===== config.mk =====
export PLATFORM = sky130hd
export DESIGN_NAME = sel_check_log_fifo
export DESIGN_NICKNAME = d
export VERILOG_FILES = /design/src/rtl/sel_decode_checker_pkg.sv /design/src/rtl/sel_decode_checker_log_fifo.sv
export SDC_FILE = /design/constraint.sdc
export NUM_CORES = 1
export LEC_CHECK = 0
export BUFFER_PORTS_ARGS = -buffer_cell sky130_fd_sc_hd__buf_2
export CAP_MARGIN = 20
export CORE_MARGIN = 4
export CORE_UTILIZATION = 50
export CTS_CLUSTER_SIZE = 40
export DETAILED_ROUTE_END_ITERATION = 8
export HOLD_SLACK_MARGIN = 0.1
export PLACE_DENSITY = 0.81
export SETUP_SLACK_MARGIN = 0.2
export SYNTH_ARGS = -nofsm -noshare
export SYNTH_HDL_FRONTEND = slang
export SYNTH_SLANG_ARGS = --single-unit

===== constraint.sdc =====
create_clock -name clk -period 2.21 [get_ports clk]
set_clock_uncertainty 0.05 [all_clocks]
set_input_delay 0.221 -clock clk [delete_from_list [all_inputs] [get_ports clk]]
set_output_delay 0.221 -clock clk [all_outputs]
set_load 0.02 [all_outputs]

===== src/rtl/sel_decode_checker_pkg.sv =====
// sel_check_pkg: shared types and helpers for the select-decode checker.
// Provides FSM state enum, log kind codes, golden decode table, X test.
package sel_check_pkg;

   typedef enum logic [1:0] {
      IDLE = 2'd0,
      RUN  = 2'd1,
      DONE = 2'd2
   } state_t;

   localparam logic [1:0] KIND_FAIL    = 2'b01;
   localparam logic [1:0] KIND_NOMATCH = 2'b10;

   localparam int LOG_W = 12;

   function automatic logic [7:0] golden(input logic [1:0] sel);
      logic [7:0] code;
      case (sel)
         2'b00:   code = 8'hA0;
         2'b01:   code = 8'hBB;
         2'b10:   code = 8'hAA;
         default: code = 8'hBC;
      endcase
      return code;
   endfunction

   // Only meaningful in a 4-state simulator; hardware sees it as false.
   function automatic logic sel_unknown(input logic [1:0] sel);
      return ((^sel) === 1'bx);
   endfunction

endpackage


===== src/rtl/sel_decode_checker_log_fifo.sv =====
// sel_check_log_fifo: synchronous error-record FIFO, 12-bit entries.
// Ports: clk, rst_n, clr, push/wdata/push_ok, pop/rdata, full, empty.
module sel_check_log_fifo
   import sel_check_pkg::*;
#(
   parameter int LOG_DEPTH = 4
) (
   input  logic             clk,
   input  logic             rst_n,
   input  logic             clr,
   input  logic             push,
   input  logic [LOG_W-1:0] wdata,
   output logic             push_ok,
   input  logic             pop,
   output logic [LOG_W-1:0] rdata,
   output logic             full,
   output logic             empty
);

   localparam int AW = $clog2(LOG_DEPTH);

   logic [LOG_W-1:0] mem [LOG_DEPTH];
   logic [AW:0]      wr_ptr;
   logic [AW:0]      rd_ptr;
   logic             do_pop;

   assign empty = (wr_ptr == rd_ptr);
   assign full  = (wr_ptr[AW] != rd_ptr[AW]) &&
                  (wr_ptr[AW-1:0] == rd_ptr[AW-1:0]);

   // A pop frees the slot a same-cycle push needs when full.
   assign do_pop  = pop && !empty;
   assign push_ok = push && (!full || do_pop);

   always_ff @(posedge clk) begin
      if (!rst_n || clr) begin
         wr_ptr <= '0;
         rd_ptr <= '0;
      end else begin
         if (push_ok) wr_ptr <= wr_ptr + 1'b1;
         if (do_pop)  rd_ptr <= rd_ptr + 1'b1;
      end
   end

   always_ff @(posedge clk) begin
      if (rst_n && !clr && push_ok)
         mem[wr_ptr[AW-1:0]] <= wdata;
   end

   // Head reads as zero when empty so the log outputs are clean.
   assign rdata = empty ? '0 : mem[rd_ptr[AW-1:0]];

endmodule


==> impl_results.html <==
<table>
<tr><th>Metric</th><th>Value</th></tr>
<tr><th colspan="2">Timing</th></tr>
<tr><td>Final Hold Slack</td><td>237 ps</td></tr>
<tr><td>Setup repair after global routing missed its margin</td><td>yes</td></tr>
<tr><td>Portion of the clock cycle consumed by the worst path in the final layout</td><td>~87%</td></tr>
<tr><td>Hold Vio Cnt, Final</td><td>0</td></tr>
<tr><td>Relative slew slack</td><td>58.8%</td></tr>
<tr><td>Count of pins over their slew limit</td><td>0</td></tr>
<tr><td>Timing-limited maximum frequency</td><td>523 MHz</td></tr>
<tr><td>Transition time at the pin with the least slew margin</td><td>616 ps</td></tr>
<tr><td>Number of setup violations in the final report</td><td>0</td></tr>
<tr><td>Min Clock Period, post-route</td><td>1910 ps</td></tr>
<tr><td>Total Negative Setup Slacks</td><td>0 ps</td></tr>
<tr><th colspan="2">Synthesis</th></tr>
<tr><td>Number of synthesized flops with an enable pin</td><td>48</td></tr>
<tr><td>FF+latch count, synth</td><td>56</td></tr>
<tr><td>Leading register cell type out of synthesis</td><td>sky130_fd_sc_hd__edfxtp_1</td></tr>
<tr><td>Distinct cell type count of the synthesized netlist</td><td>25</td></tr>
<tr><td>Most common cell in the netlist</td><td>sky130_fd_sc_hd__edfxtp_1</td></tr>
<tr><td>Library cell occupying the most area in the post-synthesis netlist</td><td>sky130_fd_sc_hd__edfxtp_1</td></tr>
<tr><td>Count of synthesis-stage warnings from yosys</td><td>0</td></tr>
<tr><td>Cell count after synthesis</td><td>135</td></tr>
<tr><td>Post-synthesis average cell area</td><td>17.3 um2</td></tr>
<tr><td>Netlist Area Pre-Place</td><td>2330 um2</td></tr>
<tr><td>Synth top area share</td><td>61.7%</td></tr>
<tr><td>Nets in the synthesized netlist</td><td>about 160</td></tr>
<tr><td>Sequential element share of the synthesized area</td><td>68.6%</td></tr>
<tr><td>Async set or reset register ratio after synthesis</td><td>0%</td></tr>
<tr><td>Leading post-synthesis cells by instance count</td><td>sky130_fd_sc_hd__edfxtp_1, sky130_fd_sc_hd__nor2b_1, sky130_fd_sc_hd__mux4_2</td></tr>
<tr><td>Ranking of synthesized cells by area</td><td>sky130_fd_sc_hd__edfxtp_1, sky130_fd_sc_hd__mux4_2, sky130_fd_sc_hd__dfxtp_1</td></tr>
<tr><th colspan="2">Floorplan</th></tr>
<tr><td>Number of standard-cell rows in the floorplan</td><td>24</td></tr>
<tr><td>Initial cell density of the core</td><td>52.5%</td></tr>
<tr><td>Top-level I/O count</td><td>32</td></tr>
<tr><td>Core box area</td><td>4440 um2</td></tr>
<tr><td>Die area</td><td>5830 um2</td></tr>
<tr><td>Floorplan die height</td><td>76.3 um</td></tr>
<tr><td>Die X</td><td>76.3 um</td></tr>
<tr><th colspan="2">Finish</th></tr>
<tr><td>Post-synthesis to final-layout area growth</td><td>26.5%</td></tr>
<tr><td>Nets</td><td>220</td></tr>
<tr><td>Proportion of layout cells with a drive suffix above 1</td><td>a little over a third</td></tr>
<tr><td>Diodes inserted</td><td>0</td></tr>
<tr><th colspan="2">Setup path</th></tr>
<tr><td>Critical path launch point type</td><td>register</td></tr>
<tr><td>Cell at the slowest stage of the critical path</td><td>sky130_fd_sc_hd__o41a_1</td></tr>
<tr><td>Capturing element type of the critical path</td><td>output pin</td></tr>
<tr><td>Critical register-to-register path endpoint</td><td>mem[3][3]</td></tr>
<tr><td>Depth of the most critical reg-to-reg path</td><td>4</td></tr>
<tr><td>Worst Setup SP</td><td>wr_ptr[0]</td></tr>
<tr><td>Sequence of cells on the critical path</td><td>xor2_1, buf_4, o41a_1, buf_2</td></tr>
<tr><td>Critical path type</td><td>reg2out</td></tr>
<tr><td>Kind of cell with the highest combined delay on the critical path</td><td>compound AO/OA/AOI/OAI gates</td></tr>
<tr><td>Maximum fanout along the worst path</td><td>4</td></tr>
<tr><td>WP buf/inv</td><td>2</td></tr>
<tr><td>Crit Reg-Reg Startpoint</td><td>wr_ptr[1]</td></tr>
<tr><td>Worst-case register-to-register setup slack</td><td>360 ps</td></tr>
<tr><td>Critical path arrival</td><td>1640 ps</td></tr>
<tr><td>Required time of the worst setup path</td><td>1940 ps</td></tr>
<tr><td>Max stage delay on crit path</td><td>460 ps</td></tr>
<tr><th colspan="2">Hold path</th></tr>
<tr><td>HP Start</td><td>pop</td></tr>
<tr><td>Cells on Worst Hold Path</td><td>3</td></tr>
<tr><td>Hold-critical path endpoint</td><td>rd_ptr[2]</td></tr>
<tr><td>HP Class</td><td>in2reg</td></tr>
<tr><th colspan="2">Global route</th></tr>
<tr><td>Final global-route overflow total</td><td>0</td></tr>
<tr><td>Pin count of the biggest net entering global routing</td><td>17</td></tr>
<tr><td>Global-route usage over all layers</td><td>16.3%</td></tr>
<tr><td>Initial antenna violation count</td><td>0</td></tr>
<tr><td>Wire length of the first global-routing pass</td><td>7280 um</td></tr>
<tr><td>Via count of the first global-routing pass</td><td>1419</td></tr>
<tr><th colspan="2">Power and ir drop</th></tr>
<tr><td>Power density over the cells</td><td>661 nW/um2</td></tr>
<tr><td>Leakage power figure</td><td>1.09 nW</td></tr>
<tr><td>Worst supply voltage drop on vdd</td><td>0.322 mV</td></tr>
<tr><th colspan="2">Job</th></tr>
<tr><td>MaxCap Viol Count</td><td>0</td></tr>
<tr><th colspan="2">Clocking</th></tr>
<tr><td>TritonCTS clock tree</td><td>yes</td></tr>
<tr><td>Sink Count</td><td>56</td></tr>
<tr><td>Clk_lat worst skew</td><td>300 ps</td></tr>
<tr><td>TritonCTS Buffers</td><td>5</td></tr>
<tr><td>Clock Pin Slew Worst Setup and Hold Paths</td><td>90 ps</td></tr>
<tr><td>Number of H-tree levels</td><td>2</td></tr>
<tr><td>Buffer levels on the longest clock path</td><td>2</td></tr>
<tr><td>Root buffer cell</td><td>sky130_fd_sc_hd__clkbuf_8</td></tr>
<tr><th colspan="2">Outcome</th></tr>
<tr><td>Run status</td><td>complete, no violations</td></tr>
<tr><th colspan="2">Drt</th></tr>
<tr><td>First-iteration detailed-routing DRC count</td><td>45</td></tr>
<tr><td>Number of iterations in the first detailed-routing pass</td><td>4</td></tr>
<tr><td>DR vias</td><td>1353</td></tr>
<tr><td>Antenna Nets Post-Route</td><td>0</td></tr>
<tr><td>Aggregate routed wire length</td><td>between 4000 and 5000 um</td></tr>
<tr><td>Post-detailed-route wirelength per cell</td><td>around 17 um</td></tr>
<tr><td>Post-route DRC</td><td>0</td></tr>
<tr><td>Via density per instance</td><td>approximately 5.4</td></tr>
<tr><th colspan="2">Placement</th></tr>
<tr><td>Routability congestion estimate</td><td>0.762</td></tr>
<tr><td>Number of buffers added on ports</td><td>31</td></tr>
<tr><td>Half-perimeter wire length of the detailed placement result</td><td>roughly 3200 um</td></tr>
</table>
state kept, by name (all words and copies together), names as in the netlist, named ones only:
name    cells
rd_ptr      3
wr_ptr      3
mem        48
worst min-delay path, stage by stage:
cell	delay [ps]
sky130_fd_sc_hd__buf_2	130
sky130_fd_sc_hd__nand4b_1	100
sky130_fd_sc_hd__o211ai_1	80
per-stage QoR:
| step | setup WS [ps] | util (%) | power (mW) | instance area (um2) | instances |
|---|---|---|---|---|---|
| finish | 297 | 66.4 | 1.95 | 2950 | 251 |
| global route | 156 | 66.4 | 2.03 | 2950 | 251 |
| CTS | 44.4 | 65.1 | 1.96 | 2890 | 248 |
| detailed placement | 33.4 | 59.7 | 1.32 | 2650 | 228 |
| global placement | 185 | 59.7 | 1.31 | 2650 | 228 |
| floorplan | 43.8 | - | 1.26 | 2330 | 135 |
per-layer routing:
metal	up-vias	share of wire, %	track usage (%)
li1	640	-	-
met1	676	40	18.9
met2	31	55	30.3
met3	6	4.1	3.78
met4	0	1.1	4.35
met5	-	0	0
cell type report:
cell class / instances / area, um2
flip-flops and latches: 56 / 1600
fillers: 314 / 1490
multi-input cells: 67 / 713
repair buffers: 60 / 435
clock buffers: 6 / 72.6
well taps: 52 / 65.1
clock inverters: 2 / 35.0
inverters: 8 / 30.0
cells by family after synthesis:
group / Yosys count / synth area share (%)
adder cells (fa/ha/maj): 5 / 2.68
multiplexers: 18 / 14.1
flip-flops: 56 / 68.6
XOR/XNOR: 5 / 2.20
buffers and inverters: 12 / 2.25
AND/OR/NAND/NOR: 33 / 7.99
AO/OA/AOI/OAI: 6 / 2.14
repair_timing:
item                                    4_1_cts  5_1_grt
pin swaps                                     0        2
hold buffers                                 12        0
hold endpoints to repair                     46        0
gates resized for setup                       3        2
endpoints found under the setup margin       49       37
buffers inserted                              0        2
cells in the final DEF, fill, tap and decap left out, types with 2 or more instances in the layout:
cell type / Yosys / routed
sky130_fd_sc_hd__nand2_1: 8 / 8
sky130_fd_sc_hd__ha_1: 5 / 5
sky130_fd_sc_hd__dfxtp_1: 8 / 8
sky130_fd_sc_hd__edfxtp_1: 48 / 48
sky130_fd_sc_hd__inv_1: 8 / 8
sky130_fd_sc_hd__mux2i_1: 6 / 6
sky130_fd_sc_hd__buf_4: 2 / 13
sky130_fd_sc_hd__buf_6: 0 / 2
sky130_fd_sc_hd__nand2b_1: 2 / 2
sky130_fd_sc_hd__nor3_4: 0 / 2
sky130_fd_sc_hd__xor2_1: 2 / 2
sky130_fd_sc_hd__o211ai_1: 2 / 2
sky130_fd_sc_hd__xnor2_1: 2 / 2
sky130_fd_sc_hd__mux4_2: 12 / 12
sky130_fd_sc_hd__o41ai_1: 2 / 2
sky130_fd_sc_hd__buf_2: 0 / 31
sky130_fd_sc_hd__buf_12: 0 / 2
sky130_fd_sc_hd__clkbuf_8: 0 / 5
sky130_fd_sc_hd__nor2b_1: 14 / 14
sky130_fd_sc_hd__dlygate4sd3_1: 0 / 12
report_power, final:
part | internal [mW] | total, mW | leakage (nW) | switching [mW]
registers | 1.16 | 1.16 | 0.498 | 0.00459
clock network | 0.336 | 0.636 | 0.0552 | 0.299
logic | 0.0729 | 0.157 | 0.533 | 0.0839
worst max-delay path by stage:
stage,endpoint,depth (start not counted)
floorplan,mem[0][0],3
global placement,mem[0][10],4
detailed placement,mem[0][10],4
CTS,mem[3][3],3
global route,rdata[4],5
finish,push_ok,4
(Power assumes the default switching activity.)
